`config.mk`:
```
export PLATFORM = sky130hd
export DESIGN_NAME = display_hdmi_line_sched
export DESIGN_NICKNAME = d
export VERILOG_FILES = /design/src/rtl/display_hdmi_line_sched.sv
export SDC_FILE = /design/constraint.sdc
export NUM_CORES = 1
export LEC_CHECK = 0
export ABC_AREA = 1
export BUFFER_PORTS_ARGS = -buffer_cell sky130_fd_sc_hd__buf_2
export CORE_MARGIN = 5
export CORE_UTILIZATION = 30
export DETAILED_ROUTE_END_ITERATION = 8
export PLACE_DENSITY = 0.44
export SLEW_MARGIN = 15
export SYNTH_ARGS = -nofsm -noshare
export SYNTH_HDL_FRONTEND = slang
export SYNTH_SLANG_ARGS = --single-unit
```
`constraint.sdc`:
```
create_clock -name in_pclk -period 5 [get_ports in_pclk]
set_clock_uncertainty 0.1 [all_clocks]
set_input_delay 0 -clock in_pclk [delete_from_list [all_inputs] [get_ports in_pclk]]
set_output_delay 0 -clock in_pclk [all_outputs]
set_load 0.005 [all_outputs]
```
`src/rtl/display_hdmi_line_sched.sv`:
```
// display_hdmi_line_sched: ping-pong line-buffer controller for the HDMI path.
// Steers packed input words into the free line-RAM bank, records the length
// of each completed line, and sequences reads of the oldest line on request.
// Optional feature macro: DISPLAY_HDMI_LINE_SCHED_FILL_EN (blank-fill on underrun).
module display_hdmi_line_sched #(
    parameter int ADDR_WIDTH = 10
) (
    input  logic                  in_pclk,
    input  logic                  in_rstn,
    input  logic                  in_vs,
    input  logic                  in_de,
    input  logic                  in_valid,
    input  logic                  in_rd_req,
    input  logic                  in_flag_clr,
    output logic                  out_we,
    output logic [ADDR_WIDTH:0]   out_waddr,
    output logic                  out_re,
    output logic [ADDR_WIDTH:0]   out_raddr,
    output logic                  out_rd_last,
    output logic                  out_fill,
    output logic [ADDR_WIDTH-1:0] out_line_y,
    output logic                  out_overrun,
    output logic                  out_underrun
);

    localparam int CW = ADDR_WIDTH + 1;

    typedef enum logic [1:0] {
        S_IDLE,
        S_READ,
        S_RELEASE
`ifdef DISPLAY_HDMI_LINE_SCHED_FILL_EN
        , S_FILL
`endif
    } state_t;

    state_t        state;
    logic          wbank, rbank, de_1p, vs_1p, line_acc;
    logic [1:0]    full, full_nxt;
    logic [CW-1:0] wcnt, rcnt, len0, len1, rlen;
    logic          vs_rise, line_start, line_end, accept;
    logic          wr_ok, wr_drop, drop_line, commit, rel_now;
    logic          ovr_set, unr_set;
`ifdef DISPLAY_HDMI_LINE_SCHED_FILL_EN
    logic [CW-1:0] lenlast;
    logic          fill_q;
    assign out_fill = fill_q;
`else
    assign out_fill = 1'b0;
`endif

    assign vs_rise    = in_vs & ~vs_1p;
    assign line_start = in_de & ~de_1p;
    assign line_end   = ~in_de & de_1p;
    // A line is judged once, at its first de cycle; later cycles reuse that verdict.
    assign accept     = line_start ? ~full[wbank] : line_acc;
    assign wr_ok      = in_de & in_valid & accept & ~wcnt[ADDR_WIDTH];
    assign wr_drop    = in_de & in_valid & accept & wcnt[ADDR_WIDTH];
    assign drop_line  = line_start & full[wbank];
    assign commit     = line_end & line_acc & (wcnt != '0);
    assign rel_now    = (state == S_RELEASE);
    assign rlen       = rbank ? len1 : len0;
    assign ovr_set    = ~vs_rise & (drop_line | wr_drop);
    assign unr_set    = ~vs_rise & in_rd_req & ((state != S_IDLE) | ~full[rbank]);

    // Bank occupancy: a commit and a release may land together, always on different banks.
    always_comb begin
        // NOTE: default assignment first so no path leaves full_nxt unassigned (no latch).
        full_nxt = full;
        if (commit)  full_nxt[wbank] = 1'b1;
        if (rel_now) full_nxt[rbank] = 1'b0;
    end

    // Write steering, read sequencing, sticky flags and frame flush.
    always_ff @(posedge in_pclk) begin
        if (!in_rstn) begin
            state        <= S_IDLE;
            wbank        <= 1'b0;
            rbank        <= 1'b0;
            de_1p        <= 1'b0;
            vs_1p        <= 1'b0;
            line_acc     <= 1'b0;
            full         <= 2'b00;
            wcnt         <= '0;
            rcnt         <= '0;
            len0         <= '0;
            len1         <= '0;
            out_we       <= 1'b0;
            out_waddr    <= '0;
            out_re       <= 1'b0;
            out_raddr    <= '0;
            out_rd_last  <= 1'b0;
            out_line_y   <= '0;
            out_overrun  <= 1'b0;
            out_underrun <= 1'b0;
`ifdef DISPLAY_HDMI_LINE_SCHED_FILL_EN
            lenlast      <= '0;
            fill_q       <= 1'b0;
`endif
        end else begin
            // NOTE: non-blocking everywhere here so every branch sees start-of-cycle state.
            de_1p        <= in_de;
            vs_1p        <= in_vs;
            out_overrun  <= ovr_set | (out_overrun & ~in_flag_clr);
            out_underrun <= unr_set | (out_underrun & ~in_flag_clr);
            out_we       <= 1'b0;
            out_re       <= 1'b0;
            out_rd_last  <= 1'b0;
`ifdef DISPLAY_HDMI_LINE_SCHED_FILL_EN
            fill_q       <= 1'b0;
`endif
            if (vs_rise) begin
                // Frame flush outranks every other event in this cycle.
                state      <= S_IDLE;
                full       <= 2'b00;
                wbank      <= 1'b0;
                rbank      <= 1'b0;
                wcnt       <= '0;
                rcnt       <= '0;
                line_acc   <= 1'b0;
                out_line_y <= '0;
            end else begin
                full <= full_nxt;
                if (line_start) line_acc <= ~full[wbank];
                out_we <= wr_ok;
                if (wr_ok) begin
                    out_waddr <= {wbank, wcnt[ADDR_WIDTH-1:0]};
                    wcnt      <= wcnt + 1'b1;
                end
                if (commit) begin
                    if (wbank) len1 <= wcnt;
                    else       len0 <= wcnt;
                    wbank <= ~wbank;
                    wcnt  <= '0;
                end

                case (state)
                    S_IDLE: begin
                        if (in_rd_req) begin
                            if (full[rbank]) begin
                                state       <= S_READ;
                                out_re      <= 1'b1;
                                out_raddr   <= {rbank, {ADDR_WIDTH{1'b0}}};
                                out_rd_last <= (rlen == CW'(1));
                                rcnt        <= CW'(1);
`ifdef DISPLAY_HDMI_LINE_SCHED_FILL_EN
                            end else if (lenlast != '0) begin
                                state       <= S_FILL;
                                fill_q      <= 1'b1;
                                out_rd_last <= (lenlast == CW'(1));
                                rcnt        <= CW'(1);
`endif
                            end
                        end
                    end
                    S_READ: begin
                        if (out_rd_last) begin
                            state <= S_RELEASE;
                        end else begin
                            out_re      <= 1'b1;
                            out_raddr   <= {rbank, rcnt[ADDR_WIDTH-1:0]};
                            out_rd_last <= (rcnt == rlen - CW'(1));
                            rcnt        <= rcnt + 1'b1;
                        end
                    end
                    S_RELEASE: begin
                        rbank      <= ~rbank;
                        out_line_y <= out_line_y + 1'b1;
`ifdef DISPLAY_HDMI_LINE_SCHED_FILL_EN
                        lenlast    <= rlen;
`endif
                        state      <= S_IDLE;
                    end
`ifdef DISPLAY_HDMI_LINE_SCHED_FILL_EN
                    S_FILL: begin
                        if (out_rd_last) begin
                            state <= S_IDLE;
                        end else begin
                            fill_q      <= 1'b1;
                            out_rd_last <= (rcnt == lenlast - CW'(1));
                            rcnt        <= rcnt + 1'b1;
                        end
                    end
`endif
                    default: state <= S_IDLE;
                endcase
            end
        end
    end

endmodule

```
Word-level counts from Yosys, hierarchy flattened:

Cells that the tools add are included.

* add/subtract/negate cells: 4
* multiplexer cells: 32
* reductions and logical operators: 14
* bitwise gates (word level): 33
* equal/unequal tests: 8
* $lt $le $gt $ge: 4

Operators by type and width (count)
* $mux W11: 7
* $pmux W11 S2: 2
* $add A11 B1 Y11 const B: 2
* $and A1 B1 Y1: 15
* $mux W1: 13
* $eq A11 B1 Y1 const B: 1
* $eq A11 B11 Y1: 1
* $not A1 Y1: 11
* $reduce_bool A11 Y1: 1
* $sub A11 B1 Y11 const B: 1
* $add A10 B1 Y10 const B: 1
* $mux W2: 5
* $reduce_and A3 Y1: 3
* $ne A2 B2 Y1 const B: 4
* $reduce_and A5 Y1: 1
* $lt A1 B2 Y1 const B: 2
* $or A1 B1 Y1: 4
* $pmux W1 S2: 2
* $pmux W2 S2: 1
* $reduce_and A4 Y1: 1
* $reduce_bool A2 Y1: 2
* $reduce_or A3 Y1: 1
* $and A2 B2 Y2: 1
* $demux W1 S1: 2
* other kinds (9): 11

* register bits after elaboration: 90
* word-level logic and storage cells: 114
* output and inout port bits: 38
* input port bits: 7

Logic depth before layout (Yosys ltp):

* depth in word-level cells: 9
* gate-level depth with buffers: 16
* mapped depth without buffers: 16

Worst setup path before layout:

OpenSTA, ideal clock, no wires.

* path kind: reg2reg
* from: reg rbank
* to: reg out_rd_last
* stages on the path, launching flop included: 14
* path slack: 3193 ps
* path buffers: 1
* arrival: 1638 ps
* period minus slack after synthesis: 1807 ps
* setup time: 70 ps
* data required time: 4830 ps
* cell sequence: dfxtp_1 buf_4 nand2_1 nand2_2 ha_1 xor2_1 nand2_1 nor2_1 nand2_1 nor2_1 nand2_1 nor2_1 nand3_1 a21oi_1

* longest elaborated chain between the ends: 5
* elaborated cells between the ends (all ways): 10
* those cells by class: 1 x add/sub; 2 x eq/ne; 7 x mux

RTL lines
* start, declared: line 38 `logic wbank, rbank, de_1p, vs_1p, line_acc;`
* start signal, assigned: line 167 `rbank <= ~rbank;`
* $mux W11 / $mux W1 (equally long branches): line 62, 140
* $sub A11 B1 Y11 (tied with other cells): line 162 `out_rd_last <= (rcnt == rlen - CW'(1));`
* $eq A11 B11 Y1 / $mux W1 (equally long branches): line 162, 140
* $mux W1, on equally long branches: line 157, 139
* $pmux W1 S2 (*): line 137 `case (state)`
* end signal, assigned: line 144 `out_rd_last <= (rlen == CW'(1));`
* end signal, assigned: line 162
* end, declared: line 19 `output logic out_rd_last,`

Mark *: on every way between the ends. The rest lies on a longest branch, timed or not. The select of a mux whose other input is x is not followed.
A chain may end at the register's enable or synchronous reset.

==> qor.yml <==
path_class: "in2reg"
worstSetupEndpointType: "flop"
clkTransAtPathRegs_ps: 70
power_switching_w: 0.000326
yosysMostFrequentCell: "nand2_1"
dr.first_iter.drc_count: 219
drive_gt1_frac: 0.107
die_y_microns: 130
status: "complete, no violations"
internal_power_w: 0.00109
crit_path_max_fanout: 35
synth_nets: 651
clockPowerShare: 0.452
core_area_sq_um: 14000
die-width_microns: 130
total_power_w: 0.00142
yosysWarnings: 0
clkLatencyLatePin_ps: 350
antenna_found_initial: 0
synth_top_cell_by_area: "dfxtp_1"
post-route-min-period_ps: 2740
synth_common_cells: "nand2_1 (188), dfxtp_1 (90), inv_1 (69)"
hp-class: "in2reg"
cts_tree: "built"
grt_pass1_wl_mm: 19.9
fmax_mhz: 365
io_pins: 45
reg2reg_setup_slack_ps: 2420
synth_cell_types: 33
fin_setup_tns_ps: 0
io_buffers: 43
max_slew_margin: 0.326
ys_seq_area_frac: 0.419
dieArea_sq_um: 16800
tightest_slew_ps: 1010
antenna_left: 0
r2r-end: "out_waddr[8]"
peakVddDrop_mv: 0.183
powerDensity_nw_per_um2: 284
dp_cells: 839
cp.required_ps: 5190
cts.path.max_buffers: 2
grt-ovfl-total: 0
utilization: 0.357
hpwl_mm: 8.63
synth.top_cell.area_share: 0.419
hold-path-endpoint: "wcnt[10]"
p_leak_nw: 2.10
hold_violations: 0
p_comb_frac: 0.036
vias: 4010
max_cap_violations: 0
p_sw_frac: 0.230
hold_ws_ps: 14.5
reg2reg_depth: 10
final_cells: 863
gr-usage-all-layers: 0.148
htree_levels: 3
power_frac_seq: 0.512
drc_errors: 0
drv_slew: 0
rsz0062_at_grt: "no"
cts_resized: 0
place_congestion: 0.846
root_buffer: "clkbuf_16"
wl_per_cell_microns: 13.5
grt_pass1_vias: 3941
synth.area.top_cells: "dfxtp_1 (42%), nand2_1 (16%), a21oi_1 (7.3%)"
crit_arrival_ps: 2930
cts_buffers: 9
vias_per_cell: 4.65
syn-cell-area_sq_um: 4300
async_flop_share: 0
synthCells: 638
synth_edf_count: 0
cp-start-kind: "input pin"
clock_sinks: 90
diodes: 0
fill_cells: 1548
ys_seq_elements: 90
fin_crit_sh: 0.548
syn_to_final_growth_pct: 16.1
synthFlopType: "dfxtp_1"
hp-start: "in_valid"
wl_mm: 11.6
initial_utilization: 0.307
grt_max_degree: 36
r2r-start: "wbank"
syn_area_per_cell_sq_um: 6.74
finalSetupViolCount: 0
final_nets: 691
rows: 43
first_pass_iters: 4
whs_path_depth: 5
power by group through the flow:
stage	Clock [W]	Sequential, W	Combinational (W)
CTS	0.000660	0.000727	0.0000521
finish	0.000640	0.000727	0.0000513
detailed placement	0	0.000743	0.0000479
global placement	0	0.000743	0.0000477
floorplan	0	0.000743	0.0000303
global route	0.000689	0.000727	0.0000586
cell usage in the layout (no fill, tap or decap), drive strengths merged, types with 5 or more instances in the layout:
cell type    instances
a21oi               63
buf                 45
clkbuf              13
dfxtp               90
dlygate4sd3          8
ha                   6
inv                 73
nand2              189
nand3               38
nand4               15
nor2                66
nor3                17
nor4                 5
o21ai               30
xor2                10
flip-flops by register name, summed over array words and instances, names as in the netlist, 2 cells and up:
name,flops
state,2
len0,11
len1,11
out_raddr,11
out_waddr,11
out_line_y,10
full,2
wcnt,11
rcnt,11
how the worst max path moves through the flow:
| stage | from | end | slack (ps) | cells past startpoint |
|---|---|---|---|---|
| global placement | wcnt[0] | len1[5] | 2300 | 9 |
| finish | in_rstn | out_overrun | 2260 | 8 |
| CTS | in_rstn | out_overrun | 2200 | 8 |
| detailed placement | in_rstn | rcnt[2] | 2420 | 8 |
| global route | in_rstn | rcnt[3] | 1950 | 9 |
| floorplan | rbank | out_rd_last | 3190 | 13 |
cell families after synthesis:
logic type / synth area share
XOR/XNOR: 0.0204
flip-flops: 0.419
other: 0.000872
buffers and inverters: 0.0919
AO/OA/AOI/OAI: 0.117
AND/OR/NAND/NOR: 0.333
adder cells (fa/ha/maj): 0.0175
per-stage QoR:
stage	worst slack, ps	cell area (sq um)
detailed placement	2420	4640
CTS	2200	4990
global route	1950	4990
global placement	2300	4630
finish	2260	4990
floorplan	3190	4300
worst max-delay path: stages:
cell and delay, ps:
dlygate4sd3_1 520, buf_2 230, clkinv_1 830, nor2_1 400, buf_4 260, nand2_1 70
o21ai_0 60, dlygate4sd3_1 550
routing by layer:
metal | share of wire | global-route usage | routed length, microns
met2 | 0.46 | 0.241 | 5340
met5 | 0 | 0 | 0
met1 | 0.49 | 0.195 | 5750
met3 | 0.030 | 0.0348 | 352
met4 | 0.017 | 0.0483 | 200
area by class of cell:
type / count / area, sq um / area share
Clock buffer: 13 / 250 / 0.0501
Clock inverter: 3 / 23.8 / 0.00476
Inverter: 73 / 274 / 0.0549
Multi-Input combinational cell: 451 / 2110 / 0.422
Sequential cell: 90 / 1800 / 0.361
Tap cell: 180 / 225 / 0.0451
Timing Repair Buffer: 53 / 310 / 0.0621
what timing repair did:
item | in CTS | in global routing
setup buffers | 0 | 0
endpoints found under the hold margin | 16 | 0
hold buffers | 8 | 0
No activity file was read; power rests on OpenSTA's default activity.
